## src/rtl/acq_buffer_streamer_pkg.sv

```systemverilog
`default_nettype none
// ============================================================================
//  Module      : acq_buffer_streamer_pkg
//  Description : Shared definitions for the acquisition buffer streamer:
//                framed word-type codes, FSM state encoding, buffer depth
//                and a small word-packing helper.
//  Revision    : 1.0 - initial release
// ============================================================================
package acq_buffer_streamer_pkg;

    localparam int MAX_DEPTH = 1024;
    localparam int PAYLOAD_W = 14;

    // Word-type codes carried in out_data[15:14]
    localparam logic [1:0] TYPE_HDR_A = 2'b10;
    localparam logic [1:0] TYPE_HDR_B = 2'b11;
    localparam logic [1:0] TYPE_SMP_A = 2'b00;
    localparam logic [1:0] TYPE_SMP_B = 2'b01;

    typedef enum logic [2:0] {
        S_IDLE       = 3'd0,
        S_HDR_A      = 3'd1,
        S_FETCH_A    = 3'd2,
        S_SEND_A     = 3'd3,
        S_HDR_B      = 3'd4,
        S_FETCH_B    = 3'd5,
        S_SEND_B     = 3'd6,
        S_WAIT_CLEAR = 3'd7
    } state_t;

    function automatic logic [15:0] make_word(input logic [1:0]           typ,
                                              input logic [PAYLOAD_W-1:0] payload);
        return {typ, payload};
    endfunction

endpackage
`default_nettype wire

```

## src/rtl/acq_buffer_streamer_if.sv

```systemverilog
`default_nettype none
// ============================================================================
//  Module      : acq_buffer_streamer_if
//  Description : Bus bundle between the streamer, the two-channel sampler
//                read port and the downstream word link.
//                master : streamer side (drives read_index, out_*, status)
//                slave  : environment side (drives ready flags, counts,
//                         sampled data and out_ready)
//  Revision    : 1.0 - initial release
// ============================================================================
interface acq_buffer_streamer_if #(
    parameter int DATA_W = 14,
    parameter int IDX_W  = 10
);
    logic              buffer_ready_A;
    logic              buffer_ready_B;
    logic [IDX_W:0]    sample_count_A;
    logic [IDX_W:0]    sample_count_B;
    logic [IDX_W-1:0]  read_index;
    logic [DATA_W-1:0] sampled_data_A;
    logic [DATA_W-1:0] sampled_data_B;
    logic [15:0]       out_data;
    logic              out_valid;
    logic              out_ready;
    logic              out_last;
    logic              busy;
    logic              frame_done;

    modport master (
        input  buffer_ready_A, buffer_ready_B,
        input  sample_count_A, sample_count_B,
        input  sampled_data_A, sampled_data_B,
        input  out_ready,
        output read_index,
        output out_data, out_valid, out_last,
        output busy, frame_done
    );

    modport slave (
        output buffer_ready_A, buffer_ready_B,
        output sample_count_A, sample_count_B,
        output sampled_data_A, sampled_data_B,
        output out_ready,
        input  read_index,
        input  out_data, out_valid, out_last,
        input  busy, frame_done
    );
endinterface
`default_nettype wire

```

## src/rtl/acq_buffer_streamer_read_delay.sv

```systemverilog
`default_nettype none
// ============================================================================
//  Module      : acq_read_delay
//  Description : Capture strobe generator for the sampler read port.
//                While i_active is high (streamer in a FETCH state) it
//                counts cycles and raises o_capture in the cycle where the
//                read data for the current read_index is valid, i.e. the
//                (RD_LATENCY+1)-th FETCH cycle. With RD_LATENCY=0 the strobe
//                is the first FETCH cycle.
//  Ports       : clk, rst_n (async, active low), i_active, o_capture
//  Revision    : 1.0 - initial release
// ============================================================================
module acq_read_delay #(
    parameter int RD_LATENCY = 1
) (
    input  wire  clk,
    input  wire  rst_n,
    input  logic i_active,
    output logic o_capture
);

    generate
        if (RD_LATENCY == 0) begin : g_no_delay
            assign o_capture = i_active;
        end else begin : g_delay
            localparam int c_cnt_w = $clog2(RD_LATENCY + 1);
            localparam logic [c_cnt_w-1:0] c_last = c_cnt_w'(RD_LATENCY);
            localparam logic [c_cnt_w-1:0] c_one  = c_cnt_w'(1);

            logic [c_cnt_w-1:0] r_cnt;
            logic [c_cnt_w-1:0] w_cnt_nxt;
            logic               w_capture;

            assign w_capture = i_active && (r_cnt == c_last);

            // Counter restarts whenever the FETCH window closes, so each
            // read_index update gets a fresh latency window.
            always_comb begin
                w_cnt_nxt = '0;
                if (i_active && !w_capture) begin
                    w_cnt_nxt = r_cnt + c_one;
                end
            end

            always_ff @(posedge clk or negedge rst_n) begin
                if (!rst_n) begin
                    r_cnt <= '0;
                end else begin
                    r_cnt <= w_cnt_nxt;
                end
            end

            assign o_capture = w_capture;
        end
    endgenerate

endmodule
`default_nettype wire

```

## src/rtl/acq_buffer_streamer.sv

```systemverilog
`default_nettype none
// ============================================================================
//  Module      : acq_buffer_streamer
//  Description : Streams both sampler capture buffers as one framed 16-bit
//                word sequence: header A, samples A, header B, samples B.
//                Starts when both buffers are ready, re-arms only after both
//                ready flags have dropped. All outputs are registered.
//  Ports       : SYS_CLK  - system clock
//                RESET_N  - asynchronous active-low reset
//                bus      - master modport: ready flags, counts and sampled
//                           data in; read_index, out_data/valid/last,
//                           busy and frame_done out; out_ready in
//  Revision    : 1.0 - initial release
// ============================================================================
module acq_buffer_streamer
    import acq_buffer_streamer_pkg::*;
#(
    parameter int DATA_W     = 14,
    parameter int IDX_W      = 10,
    parameter int RD_LATENCY = 1
) (
    input  wire                   SYS_CLK,
    input  wire                   RESET_N,
    acq_buffer_streamer_if.master bus
);

    localparam logic [IDX_W:0]   c_depth   = (IDX_W+1)'(2**IDX_W);
    localparam logic [IDX_W:0]   c_one     = (IDX_W+1)'(1);
    localparam logic [IDX_W-1:0] c_idx_one = IDX_W'(1);

    state_t            r_state,  w_state_nxt;
    logic [IDX_W:0]    r_cnt_a,  w_cnt_a_nxt;
    logic [IDX_W:0]    r_cnt_b,  w_cnt_b_nxt;
    logic [IDX_W-1:0]  r_idx,    w_idx_nxt;
    logic [15:0]       r_data,   w_data_nxt;
    logic              r_valid,  w_valid_nxt;
    logic              r_last,   w_last_nxt;
    logic              r_busy,   w_busy_nxt;
    logic              r_done,   w_done_nxt;

    logic              w_hs;
    logic              w_fetch;
    logic              w_capture;
    logic              w_both_ready;
    logic              w_both_clear;
    logic [IDX_W:0]    w_clamp_a;
    logic [IDX_W:0]    w_clamp_b;
    logic [IDX_W:0]    w_idx_ext;
    logic              w_end_a;
    logic              w_end_b;
    logic [DATA_W-1:0] w_raw_a;
    logic [DATA_W-1:0] w_raw_b;
    logic [15:0]       w_hdr_b_word;
    logic              w_hdr_b_last;

    assign w_hs         = r_valid && bus.out_ready;
    assign w_fetch      = (r_state == S_FETCH_A) || (r_state == S_FETCH_B);
    assign w_both_ready = bus.buffer_ready_A && bus.buffer_ready_B;
    assign w_both_clear = !bus.buffer_ready_A && !bus.buffer_ready_B;

    // Counts above the buffer depth are treated as a full buffer.
    assign w_clamp_a = (bus.sample_count_A > c_depth) ? c_depth : bus.sample_count_A;
    assign w_clamp_b = (bus.sample_count_B > c_depth) ? c_depth : bus.sample_count_B;

    // Final-sample detection; only evaluated in states where count > 0.
    assign w_idx_ext = {1'b0, r_idx};
    assign w_end_a   = (w_idx_ext == (r_cnt_a - c_one));
    assign w_end_b   = (w_idx_ext == (r_cnt_b - c_one));

    assign w_raw_a = bus.sampled_data_A;
    assign w_raw_b = bus.sampled_data_B;

    // Header B is reached from two places; when channel B is empty it is
    // also the final word of the frame.
    assign w_hdr_b_word = make_word(TYPE_HDR_B, PAYLOAD_W'(r_cnt_b));
    assign w_hdr_b_last = (r_cnt_b == '0);

    acq_read_delay #(
        .RD_LATENCY (RD_LATENCY)
    ) u_read_delay (
        .clk       (SYS_CLK),
        .rst_n     (RESET_N),
        .i_active  (w_fetch),
        .o_capture (w_capture)
    );

    always_comb begin
        w_state_nxt = r_state;
        w_cnt_a_nxt = r_cnt_a;
        w_cnt_b_nxt = r_cnt_b;
        w_idx_nxt   = r_idx;
        w_data_nxt  = r_data;
        w_valid_nxt = r_valid;
        w_last_nxt  = r_last;
        w_done_nxt  = 1'b0;

        unique case (r_state)
            S_IDLE: begin
                w_idx_nxt = '0;
                if (w_both_ready) begin
                    w_cnt_a_nxt = w_clamp_a;
                    w_cnt_b_nxt = w_clamp_b;
                    w_data_nxt  = make_word(TYPE_HDR_A, PAYLOAD_W'(w_clamp_a));
                    w_valid_nxt = 1'b1;
                    w_last_nxt  = 1'b0;
                    w_state_nxt = S_HDR_A;
                end
            end

            S_HDR_A: begin
                if (w_hs) begin
                    if (r_cnt_a == '0) begin
                        w_data_nxt  = w_hdr_b_word;
                        w_last_nxt  = w_hdr_b_last;
                        w_state_nxt = S_HDR_B;
                    end else begin
                        w_idx_nxt   = '0;
                        w_valid_nxt = 1'b0;
                        w_state_nxt = S_FETCH_A;
                    end
                end
            end

            S_FETCH_A: begin
                if (w_capture) begin
                    w_data_nxt  = make_word(TYPE_SMP_A, PAYLOAD_W'(w_raw_a));
                    w_valid_nxt = 1'b1;
                    w_last_nxt  = 1'b0;
                    w_state_nxt = S_SEND_A;
                end
            end

            S_SEND_A: begin
                if (w_hs) begin
                    if (w_end_a) begin
                        w_data_nxt  = w_hdr_b_word;
                        w_last_nxt  = w_hdr_b_last;
                        w_state_nxt = S_HDR_B;
                    end else begin
                        w_idx_nxt   = r_idx + c_idx_one;
                        w_valid_nxt = 1'b0;
                        w_state_nxt = S_FETCH_A;
                    end
                end
            end

            S_HDR_B: begin
                if (w_hs) begin
                    w_valid_nxt = 1'b0;
                    if (r_cnt_b == '0) begin
                        w_last_nxt  = 1'b0;
                        w_done_nxt  = 1'b1;
                        w_state_nxt = S_WAIT_CLEAR;
                    end else begin
                        w_idx_nxt   = '0;
                        w_state_nxt = S_FETCH_B;
                    end
                end
            end

            S_FETCH_B: begin
                if (w_capture) begin
                    w_data_nxt  = make_word(TYPE_SMP_B, PAYLOAD_W'(w_raw_b));
                    w_valid_nxt = 1'b1;
                    w_last_nxt  = w_end_b;
                    w_state_nxt = S_SEND_B;
                end
            end

            S_SEND_B: begin
                if (w_hs) begin
                    w_valid_nxt = 1'b0;
                    if (w_end_b) begin
                        w_last_nxt  = 1'b0;
                        w_done_nxt  = 1'b1;
                        w_state_nxt = S_WAIT_CLEAR;
                    end else begin
                        w_idx_nxt   = r_idx + c_idx_one;
                        w_state_nxt = S_FETCH_B;
                    end
                end
            end

            S_WAIT_CLEAR: begin
                // Holding here until both flags fall prevents re-streaming
                // the same capture.
                w_valid_nxt = 1'b0;
                if (w_both_clear) begin
                    w_state_nxt = S_IDLE;
                end
            end

            default: begin
                w_state_nxt = S_IDLE;
            end
        endcase

        w_busy_nxt = (w_state_nxt != S_IDLE);
    end

    always_ff @(posedge SYS_CLK or negedge RESET_N) begin
        if (!RESET_N) begin
            r_state <= S_IDLE;
            r_cnt_a <= '0;
            r_cnt_b <= '0;
            r_idx   <= '0;
            r_data  <= '0;
            r_valid <= 1'b0;
            r_last  <= 1'b0;
            r_busy  <= 1'b0;
            r_done  <= 1'b0;
        end else begin
            r_state <= w_state_nxt;
            r_cnt_a <= w_cnt_a_nxt;
            r_cnt_b <= w_cnt_b_nxt;
            r_idx   <= w_idx_nxt;
            r_data  <= w_data_nxt;
            r_valid <= w_valid_nxt;
            r_last  <= w_last_nxt;
            r_busy  <= w_busy_nxt;
            r_done  <= w_done_nxt;
        end
    end

    assign bus.read_index = r_idx;
    assign bus.out_data   = r_data;
    assign bus.out_valid  = r_valid;
    assign bus.out_last   = r_last;
    assign bus.busy       = r_busy;
    assign bus.frame_done = r_done;

endmodule
`default_nettype wire

```

## src/flat_wrapper.sv

```systemverilog
// flat-port wrapper written by rule: the top's interface ports become plain ports
module acq_buffer_streamer_flat import acq_buffer_streamer_pkg::*;
#(
    parameter int DATA_W     = 14,
    parameter int IDX_W      = 10,
    parameter int RD_LATENCY = 1
)
  (SYS_CLK, RESET_N, bus_buffer_ready_A, bus_buffer_ready_B, bus_sample_count_A, bus_sample_count_B, bus_sampled_data_A, bus_sampled_data_B, bus_out_ready, bus_read_index, bus_out_data, bus_out_valid, bus_out_last, bus_busy, bus_frame_done);
  acq_buffer_streamer_if #(.DATA_W(DATA_W), .IDX_W(IDX_W)) bus_i ();
  input  wire SYS_CLK;
  input  wire RESET_N;
  input wire logic [$bits(bus_i.buffer_ready_A)-1:0] bus_buffer_ready_A;
  input wire logic [$bits(bus_i.buffer_ready_B)-1:0] bus_buffer_ready_B;
  input wire logic [$bits(bus_i.sample_count_A)-1:0] bus_sample_count_A;
  input wire logic [$bits(bus_i.sample_count_B)-1:0] bus_sample_count_B;
  input wire logic [$bits(bus_i.sampled_data_A)-1:0] bus_sampled_data_A;
  input wire logic [$bits(bus_i.sampled_data_B)-1:0] bus_sampled_data_B;
  input wire logic [$bits(bus_i.out_ready)-1:0] bus_out_ready;
  output wire logic [$bits(bus_i.read_index)-1:0] bus_read_index;
  output wire logic [$bits(bus_i.out_data)-1:0] bus_out_data;
  output wire logic [$bits(bus_i.out_valid)-1:0] bus_out_valid;
  output wire logic [$bits(bus_i.out_last)-1:0] bus_out_last;
  output wire logic [$bits(bus_i.busy)-1:0] bus_busy;
  output wire logic [$bits(bus_i.frame_done)-1:0] bus_frame_done;
  assign bus_i.buffer_ready_A = bus_buffer_ready_A;
  assign bus_i.buffer_ready_B = bus_buffer_ready_B;
  assign bus_i.sample_count_A = bus_sample_count_A;
  assign bus_i.sample_count_B = bus_sample_count_B;
  assign bus_i.sampled_data_A = bus_sampled_data_A;
  assign bus_i.sampled_data_B = bus_sampled_data_B;
  assign bus_i.out_ready = bus_out_ready;
  assign bus_read_index = bus_i.read_index;
  assign bus_out_data = bus_i.out_data;
  assign bus_out_valid = bus_i.out_valid;
  assign bus_out_last = bus_i.out_last;
  assign bus_busy = bus_i.busy;
  assign bus_frame_done = bus_i.frame_done;
  acq_buffer_streamer #(.DATA_W(DATA_W), .IDX_W(IDX_W), .RD_LATENCY(RD_LATENCY)) u_core (.SYS_CLK(SYS_CLK), .RESET_N(RESET_N), .bus(bus_i));
endmodule
```

## config.mk

```make
export PLATFORM = sky130hd
export DESIGN_NAME = acq_buffer_streamer_flat
export DESIGN_NICKNAME = d
export VERILOG_FILES = /design/src/rtl/acq_buffer_streamer_pkg.sv /design/src/rtl/acq_buffer_streamer_if.sv /design/src/rtl/acq_buffer_streamer_read_delay.sv /design/src/rtl/acq_buffer_streamer.sv /design/src/flat_wrapper.sv
export SDC_FILE = /design/constraint.sdc
export NUM_CORES = 1
export LEC_CHECK = 0
export BUFFER_PORTS_ARGS = -buffer_cell sky130_fd_sc_hd__buf_4
export CAP_MARGIN = 20
export CORE_MARGIN = 8
export CORE_UTILIZATION = 46
export CTS_CLUSTER_DIAMETER = 200
export DETAILED_ROUTE_END_ITERATION = 10
export PLACE_DENSITY = 0.8
export SETUP_SLACK_MARGIN = 0.4
export SKIP_CTS_REPAIR_TIMING = 1
export SYNTH_ARGS = -nofsm -noshare
export SYNTH_HDL_FRONTEND = slang
export SYNTH_SLANG_ARGS = --single-unit
```

## constraint.sdc

```tcl
create_clock -name SYS_CLK -period 9.1 [get_ports SYS_CLK]
set_clock_uncertainty 0.15 [all_clocks]
set_input_delay 0.455 -clock SYS_CLK [delete_from_list [all_inputs] [get_ports SYS_CLK]]
set_output_delay 0.455 -clock SYS_CLK [all_outputs]
set_load 0.01 [all_outputs]
```

Word level (Yosys, flattened, before mapping)

Index checks and enable logic that the tools add are counted.

Bits in registers: 56
Bits of input ports: 55
Output and inout bits: 30
Word-level logic and storage cells: 123

Eq/ne operators: 26
$add $sub $neg: 4
Multiplexer cells: 58
Reduce and logical (&&, ||, !) cells: 23
Order comparisons: 2

Operator list:

| kind                  | count |
|---|---|
| $mux 16               | 7 |
| $mux 10               | 8 |
| $pmux 16 s5           | 1 |
| $pmux 10 s5           | 1 |
| $mux 3                | 10 |
| $pmux 3 s8            | 1 |
| $mux 1                | 23 |
| $eq 10x11->1          | 2 |
| $gt 11x11->1 const B  | 2 |
| $logic_not 11->1      | 2 |
| $mux 11               | 2 |
| $ne 2x1->1 const B    | 11 |
| $sub 11x1->11 const B | 2 |
| $eq 3x3->1 const B    | 4 |
| $ne 2x2->1 const B    | 6 |
| $reduce_and 12->1     | 1 |
| $add 10x1->10 const B | 1 |
| $reduce_bool 5->1     | 2 |
| $reduce_and 9->1      | 1 |
| $reduce_and 8->1      | 1 |
| $pmux 1 s7            | 1 |
| $reduce_and 7->1      | 1 |
| $reduce_bool 7->1     | 1 |
| $eq 3x2->1 const B    | 2 |
| 12 further kinds      | 20 |

Logic depth before layout (Yosys ltp)

Gate-level depths: netlist (run 1).

Depth after elaboration: 6
Mapped depth: 13
Mapped depth without buffers: 10

Modules after synthesis

A second synthesis (run 1) with hierarchy kept.

Cell total of the unflattened synthesis: 434
Area total of the unflattened synthesis: 3866.2 um2

By module, submodules not included:

| module              | instances | cells each | area an instance (um2) |
|---|---|---|---|
| acq_buffer_streamer | 1         | 431        | 3824.9 |
| acq_read_delay      | 1         | 3          | 41.3 |

Worst setup path before layout (run 1)

No wires, ideal clock.

Kind: register -> register
Start: reg u_core.r_cnt_b[0]
End: reg u_core.r_idx[0] (netlist: u_core.bus.read_index[0])
Setup time: 0.118 ns
Path buffers: 3
Cell stages (with the launch flop): 14
Path slack: 6.207 ns
Required time: 8.832 ns
Data arrival time: 2.625 ns
Cell sequence: dfrtp_1 > clkbuf_1 > inv_1 > ha_1 > clkbuf_1 > nor2b_1 > a2111oi_0 > nor4_1 > a211oi_1 > nand3_1 > o21ai_0 > clkbuf_1 > nor4_1 > a21o_1

Word-level cells in the longest chain between the ends: 4
Elaborated cells on any way between the ends: 6
Those cells by class: add/sub (1); eq/ne (3); reduce/logical (2)

RTL lines:

| what                                  | line                       | text |
|---|---|---|
| start: declaration                    | acq_buffer_streamer.sv:33  | `logic [IDX_W:0] r_cnt_b, w_cnt_b_nxt;` |
| start signal: assignment              | acq_buffer_streamer.sv:215 | `r_cnt_b <= w_cnt_b_nxt;` |
| $sub 11x1->11                         | acq_buffer_streamer.sv:68  | `assign w_end_b = (w_idx_ext == (r_cnt_b - c_one));` |
| $eq 10x11->1                          | acq_buffer_streamer.sv:68  |  |
| $ne 2x2->1 (no source line)           | --                         |  |
| $reduce_and 9->1 (no source line) (*) | --                         |  |
| end signal: assignment                | acq_buffer_streamer.sv:216 | `r_idx <= w_idx_nxt;` |
| end: declaration                      | acq_buffer_streamer.sv:34  | `logic [IDX_W-1:0] r_idx, w_idx_nxt;` |

Mark *: on every way between the ends. The rest lies on a longest branch, timed or not.
A chain may end at the register's enable or synchronous reset.

Worst setup path after layout (run 1)

Start: reg u_core.r_cnt_b[0]
End: reg u_core.r_idx[2] (netlist: u_core.bus.read_index[2])

Same word-level chain as after synthesis.

==> run metrics, run 1 <==
Yosys warnings 0; Pwr per Cell Area 381 mW/mm²; Routed Antenna Nets 0; Min Hold Slack 36.0 ps; n_diodes 0; Buf/Inv on CP 2; Pre-antenna DRT Iters 6; CP dominant cell by count o21ai_0; max-slew violation count 0; Sequential Area 0.00140 mm²; H-tree Lvls 2; TritonCTS buffer count 5; count of cell types in the netlist 74; Avg WL per Cell 19.6 µm; Starting Density 46.8%; pin count of the biggest net entering global routing 57; synth top area cells dfrtp_1, nand2_1, o21ai_0; mux contribution to synthesized area 2.51%; CTS tree done; Post-Synth Simple-Gate Area 24.4%; Synth top area share 32.7%; area growth from synthesis to layout 17.0%; slowest stage delay, CP 540 ps; dominant cell type by area after synthesis dfrtp_1; Mean Syn Cell Area 8.09 µm²; drc violations 0; delay-heaviest family, CP compound AO/OA/AOI/OAI gates; final hold vios 0; largest family of logic cells by synthesized area compound AO/OA/AOI/OAI gates; switching power 968 µW; area of the multi-input gates 0.00265 mm²; Final setup viols 0; Final Power 1.91 mW; DR iter-0 viols 412; Fmax 0.276 GHz; Reg2Reg Setup Slack 5470 ps; Worst setup SP type flop; CP max-delay cell o21ai_0; final period utilization 39.9%; Final min period 3630 ps; Post-synth EDFFs 0; All-Layer GR Usage 21.4%; crit path kind reg2reg; Sw Share 50.8%; Post-synth top flop dfrtp_1; cell depth of the worst flop-to-flop path 11; dpl cell area 0.00490 mm²; maximum vdd drop 0.174 mV; FFs w/ async S/R, synth 100%; WP data arrival 3670 ps; Post-Synthesis Cell Area 0.00428 mm²; Via density 6.56; WP depth 11; post-synthesis register bit count 56; layout filler cell count 849; max cap viols 0; Worst Path Max Fanout 10; gr ovfl total 0; Clock power frac 8.0%; Post-synth top cells nand2_1, dfrtp_1, o21ai_0; Clock Sinks 56; # rows 35; IO Pins 85; global-route wire length before repair 22.4 mm; Synth Area in Adders 1.46%; WP data required 9140 ps; RSZ-0062 raised after global routing no; DRT Wirelength 13.6 mm; Net Count, Synth 589; Seq pwr share 28.1%; die width 112 µm; fin worst setup slack 5470 ps; Synth Area in Compound Gates 30.0%; I/O Buffers 84; clock-pin slew of the registers on the worst-case setup and hold paths 110 ps; latest clock arrival within the worst-skew pair 330 ps; layout cells sized above 1 20.6%; die height 112 µm; die area 0.0126 mm²; Finished Cell Area 0.00501 mm²; synthesized instance count 529; relative slew slack 45.1%; Root Buffer clkbuf_8; Nets 642; Hold Path Class in2async; Core ar. 0.00915 mm²; Leak Pwr 2.20 nW; post-DP HPWL 9.91 mm; critical path, cell by cell inv_1 > ha_1 > nor2b_1 > a2111oi_0 > nor4_1 > a211oi_1 > nand3_1 > o21ai_0 > clkbuf_2 > or2_1 > o21ai_0; endpoint of the worst register-to-register path u_core.bus.read_index[2]; top-count cell post-synth nand2_1; Critical R2R Launch u_core.r_cnt_b[0]; antenna violations before repair 0; Placer Congestion 0.909; combinational share of power 63.9%; clock buffer depth 2; CP endpoint kind flop; register area share after synthesis 32.7%; status complete, no violations; Setup TNS 0 ps; XOR/XNOR Fraction of Synth Area 3.48%; Int Power 939 µW; via count 4556; worst-margin pin slew 818 ps; Place WS 5370 ps; number of global-route vias before repair 4525
==> power groups by stage <==
stage               logic, mW  clock network (mW)  registers [mW]
floorplan               0.948                   0           0.446
global placement         1.15                   0           0.526
detailed placement       1.19                   0           0.534
CTS                      1.19               0.154           0.530
global route             1.35               0.160           0.553
finish                   1.22               0.152           0.536
==> cell type report <==
| type | instances | area share, % |
|---|---|---|
| clock buffer | 6 | 1.65 |
| clock inverter | 2 | 0.275 |
| inverter | 15 | 1.12 |
| multi-input combinational | 415 | 52.9 |
| sequential | 56 | 28.0 |
| tap | 111 | 2.77 |
| timing repair buffer | 89 | 13.3 |
==> layer usage <==
layer | track usage, % | up-vias | part of all wire [%]
met5 | 0 | - | 0
met3 | 2.74 | 34 | 6.9
met4 | 9.62 | 0 | 2.9
met2 | 34.6 | 235 | 48
li1 | - | 2088 | -
met1 | 27.8 | 2199 | 43
==> sequential cells by signal, indices dropped and copies added (netlist names) <==
signal and count:
u_core.bus.busy 1, u_core.bus.out_last 1, u_core.bus.out_data 16, u_core.bus.frame_done 1, u_core.r_cnt_a 11, u_core.r_cnt_b 11
u_core.bus.out_valid 1, u_core.u_read_delay.g_delay.r_cnt 1, u_core.bus.read_index 10, u_core.r_state 3
==> how the worst max path moves through the flow <==
stage	slack, ps	endpoint	from
2_1_floorplan	6210	u_core.bus.read_index[0]	u_core.r_cnt_b[0]
3_3_place_gp	5530	u_core.bus.read_index[5]	u_core.r_cnt_b[0]
3_5_place_dp	5370	u_core.bus.read_index[7]	u_core.r_cnt_b[0]
4_1_cts	5370	u_core.bus.read_index[7]	u_core.r_cnt_b[0]
5_1_grt	5180	u_core.bus.read_index[2]	u_core.r_cnt_b[0]
6_report	5470	u_core.bus.read_index[2]	u_core.r_cnt_b[0]
==> through the flow <==
| step | utilization, % | std cells |
|---|---|---|
| after detailed placement | 53.5 | 684 |
| after floorplan | - | 529 |
| after global placement | 53.5 | 684 |
| after global routing | 54.7 | 694 |
| after CTS | 54.6 | 692 |
| final | 54.7 | 694 |
==> cell families after synthesis <==
| logic type | Yosys count |
|---|---|
| flops | 56 |
| buf+inv | 58 |
| simple gates | 199 |
| xor+xnor | 17 |
| compound gates | 184 |
| mux | 10 |
| fa+ha+maj | 5 |
==> cell usage in the layout (no fill, tap or decap), types with 9 or more instances in the layout <==
cell type	instances
a21oi_1	32
a222oi_1	9
a22o_1	10
a22oi_1	12
buf_4	88
dfrtp_1	56
inv_1	14
nand2_1	58
nand2b_1	13
nand3_1	18
nor2_1	38
nor3_1	9
nor4_1	10
o21ai_0	42
o31ai_1	12
xor2_1	9
==> worst reg2reg max path, cell delays in order (launching register included) <==
cell and delay (ps):
dfrtp_1 470, inv_1 80, ha_1 310, nor2b_1 200, a2111oi_0 410, nor4_1 100
a211oi_1 340, nand3_1 150, o21ai_0 540, clkbuf_2 280, or2_1 340, o21ai_0 160
Note: power is estimated with default switching activity, not from simulation.
==> run 2: changes to the inputs <==
--- a/config.mk
+++ b/config.mk
@@ -11,7 +11,7 @@
 export CORE_UTILIZATION = 46
 export CTS_CLUSTER_DIAMETER = 200
 export DETAILED_ROUTE_END_ITERATION = 10
-export PLACE_DENSITY = 0.8
+export PLACE_DENSITY = 0.82
 export SETUP_SLACK_MARGIN = 0.4
 export SKIP_CTS_REPAIR_TIMING = 1
 export SYNTH_ARGS = -nofsm -noshare
==> constraint.sdc (replaced) <==
create_clock -name SYS_CLK -period 3.22 [get_ports SYS_CLK]
set_clock_uncertainty 0.15 [all_clocks]
set_input_delay 0.161 -clock SYS_CLK [delete_from_list [all_inputs] [get_ports SYS_CLK]]
set_output_delay 0.161 -clock SYS_CLK [all_outputs]
set_load 0.01 [all_outputs]
==> run 2 against run 1 <==
Net effect: the run now ends with hold timing left; worst setup slack lost 5300 ps; die area is the same; combinational power grew to 3.4 times the previous value; register-to-register slack lost 5300 ps; global-route usage shrank 0.50 points; non-clock buffer count grew 46; via count grew 4.6%; flip-flop and latch count is the same; critical path depth shrank 2; core utilization grew 5.6 points; power grew to 3.1 times the previous value; final cell count grew 6.6%; largest power group unchanged.
==> run metrics, run 2 (synthesis results as in run 1) <==
status finished with violations; failing checks hold timing; crit path kind reg2reg; gr ovfl total 0 (unchanged); crit path from u_core.r_cnt_a[1]; # rows 35 (unchanged); Worst Path Max Fanout 6 (-4); Final Power 5.93 mW (+210%); Sw Share 49.2% (-1.6 points); max reg flops 16 (unchanged); global-route wire length before repair 22.0 mm (-1.8%); I/O Buffers 84 (unchanged); drc violations 0 (unchanged); Via density 6.44 (-1.9%); dpl cell area 0.00506 mm² (+3.4%); hold path start bus_sample_count_A[8]; number of global-route vias before repair 4444 (-1.8%); final period utilization 93.9% (+54 points); Pwr per Cell Area 1080 mW/mm² (+180%); area growth from synthesis to layout 28.9%; most frequent cells in the layout buf_4, nand2_1, dfrtp_1; latest clock arrival within the worst-skew pair 320 ps (about the same); RSZ-0062 raised after global routing yes; pin count of the biggest net entering global routing 57 (unchanged); Pre-antenna DRT Iters 5 (-1); All-Layer GR Usage 20.9% (-0.50 points); relative slew slack 50.2% (+5.2 points); die area 0.0126 mm² (unchanged); max-slew violation count 0 (unchanged); maximum vdd drop 0.580 mV (+230%); H-tree Lvls 2 (unchanged); worst-margin pin slew 744 ps (-74.3 ps); Final setup viols 0 (unchanged); Min Hold Slack -18.9 ps (-54.9 ps); Clock power frac 6.8% (-1.2 points); Nets 688 (+7.2%); die width 112 µm (unchanged); slowest stage delay, CP 560 ps (+20 ps); Setup TNS 0 ps (unchanged); Routed Antenna Nets 0 (unchanged); fin worst setup slack 198 ps (-5270 ps); DRT Wirelength 14.1 mm (+3.7%); Critical R2R Launch u_core.r_cnt_a[1]; via count 4765 (+4.6%); post-DP HPWL 10.2 mm (+2.4%); critical path, cell by cell or4_4 > or3_1 > a31oi_1 > a22o_2 > a21bo_4 > o31ai_4 > buf_6 > o21ai_4 > a221o_1; Root Buffer clkbuf_8; CP endpoint kind flop; Seq pwr share 24.1% (-4.0 points); Placer Congestion 0.865 (-4.8%); Final min period 3020 ps (-607 ps); Fmax 0.331 GHz (+20%); CTS tree done; Clock Sinks 56 (unchanged); Final Non-Filler Cells 740 (+6.6%); Core ar. 0.00915 mm² (unchanged); max cap viols 0 (unchanged); Buf/Inv on CP 1 (-1); TritonCTS buffer count 5 (unchanged); CP max-delay cell or4_4; Finished Cell Area 0.00552 mm² (+10%); n_diodes 0 (unchanged); Final Util 60.3% (+5.6 points); Worst setup SP type flop; Leak Pwr 2.42 nW (+10%); layout cells sized above 1 27.2% (+6.6 points); die height 112 µm (unchanged); switching power 2.92 mW (+200%); Hold Path Class in2reg; combinational share of power 69.0% (+5.1 points); Starting Density 46.8% (unchanged); Place WS 125 ps (-5250 ps); clock buffer depth 2 (unchanged); clock-pin slew of the registers on the worst-case setup and hold paths 110 ps (about the same); DR iter-0 viols 430 (+4.4%); commonest non-fill, non-tap cell in the layout buf_4; WP data arrival 3080 ps (-590 ps); Int Power 3.02 mW (+220%); Avg WL per Cell 19.0 µm (-2.7%); delay-heaviest family, CP compound AO/OA/AOI/OAI gates; WP data required 3280 ps (-5860 ps); antenna violations before repair 0 (unchanged); IO Pins 85 (unchanged); final hold vios 2 (+2); placed cells 705 (+3.1%)
-- run 2: metal layers --
metal  vias up  global-route usage (%)  routed length [µm]
met2       270                    34.8                7030
met3        27                    2.63                1090
met4         0                    7.19                 260
met5         -                       0                   0
met1      2279                    27.2                5700
li1       2189                       -                   -
-- run 2: cell type report --
class | instances | area, µm²
Clock buffer | 5 | 68.8
Clock inverter | 3 | 23.8
Fill cell | 755 | 3640
Inverter | 15 | 56.3
Multi-Input combinational cell | 415 | 2760
Sequential cell | 56 | 1410
Tap cell | 111 | 139
Timing Repair Buffer | 135 | 1060
-- run 2: path summary, 6_finish.rpt --
check | cells past startpoint | to | slack, ps
max | 9 | u_core.bus.out_data[10] | 200
min | 3 | u_core.r_cnt_a[8] | -20
max reg2reg | 9 | u_core.bus.out_data[10] | 200
min reg2reg | 2 | u_core.r_cnt_a[6] | 400
max in group asynchronous | 2 | u_core.r_cnt_a[0] | 2130
min in group asynchronous | 2 | u_core.r_cnt_b[7] | 280
-- run 2: tightest hold or removal path, delay by kind of cell --
family | cells | cell delay (ps)
buffers and inverters | 1 | 120
AOI/OAI and AO/OA | 1 | 70
and+or+nand+nor | 1 | 60
-- run 2: power by group through the flow --
| stage | Sequential [mW] | Combinational, mW | Clock (mW) |
|---|---|---|---|
| 2_1_floorplan | 1.26 | 2.72 | 0 |
| 3_3_place_gp | 1.41 | 3.54 | 0 |
| 3_5_place_dp | 1.43 | 3.67 | 0 |
| 4_1_cts | 1.42 | 3.68 | 0.411 |
| 5_1_grt | 1.48 | 4.44 | 0.436 |
| 6_report | 1.43 | 4.10 | 0.405 |
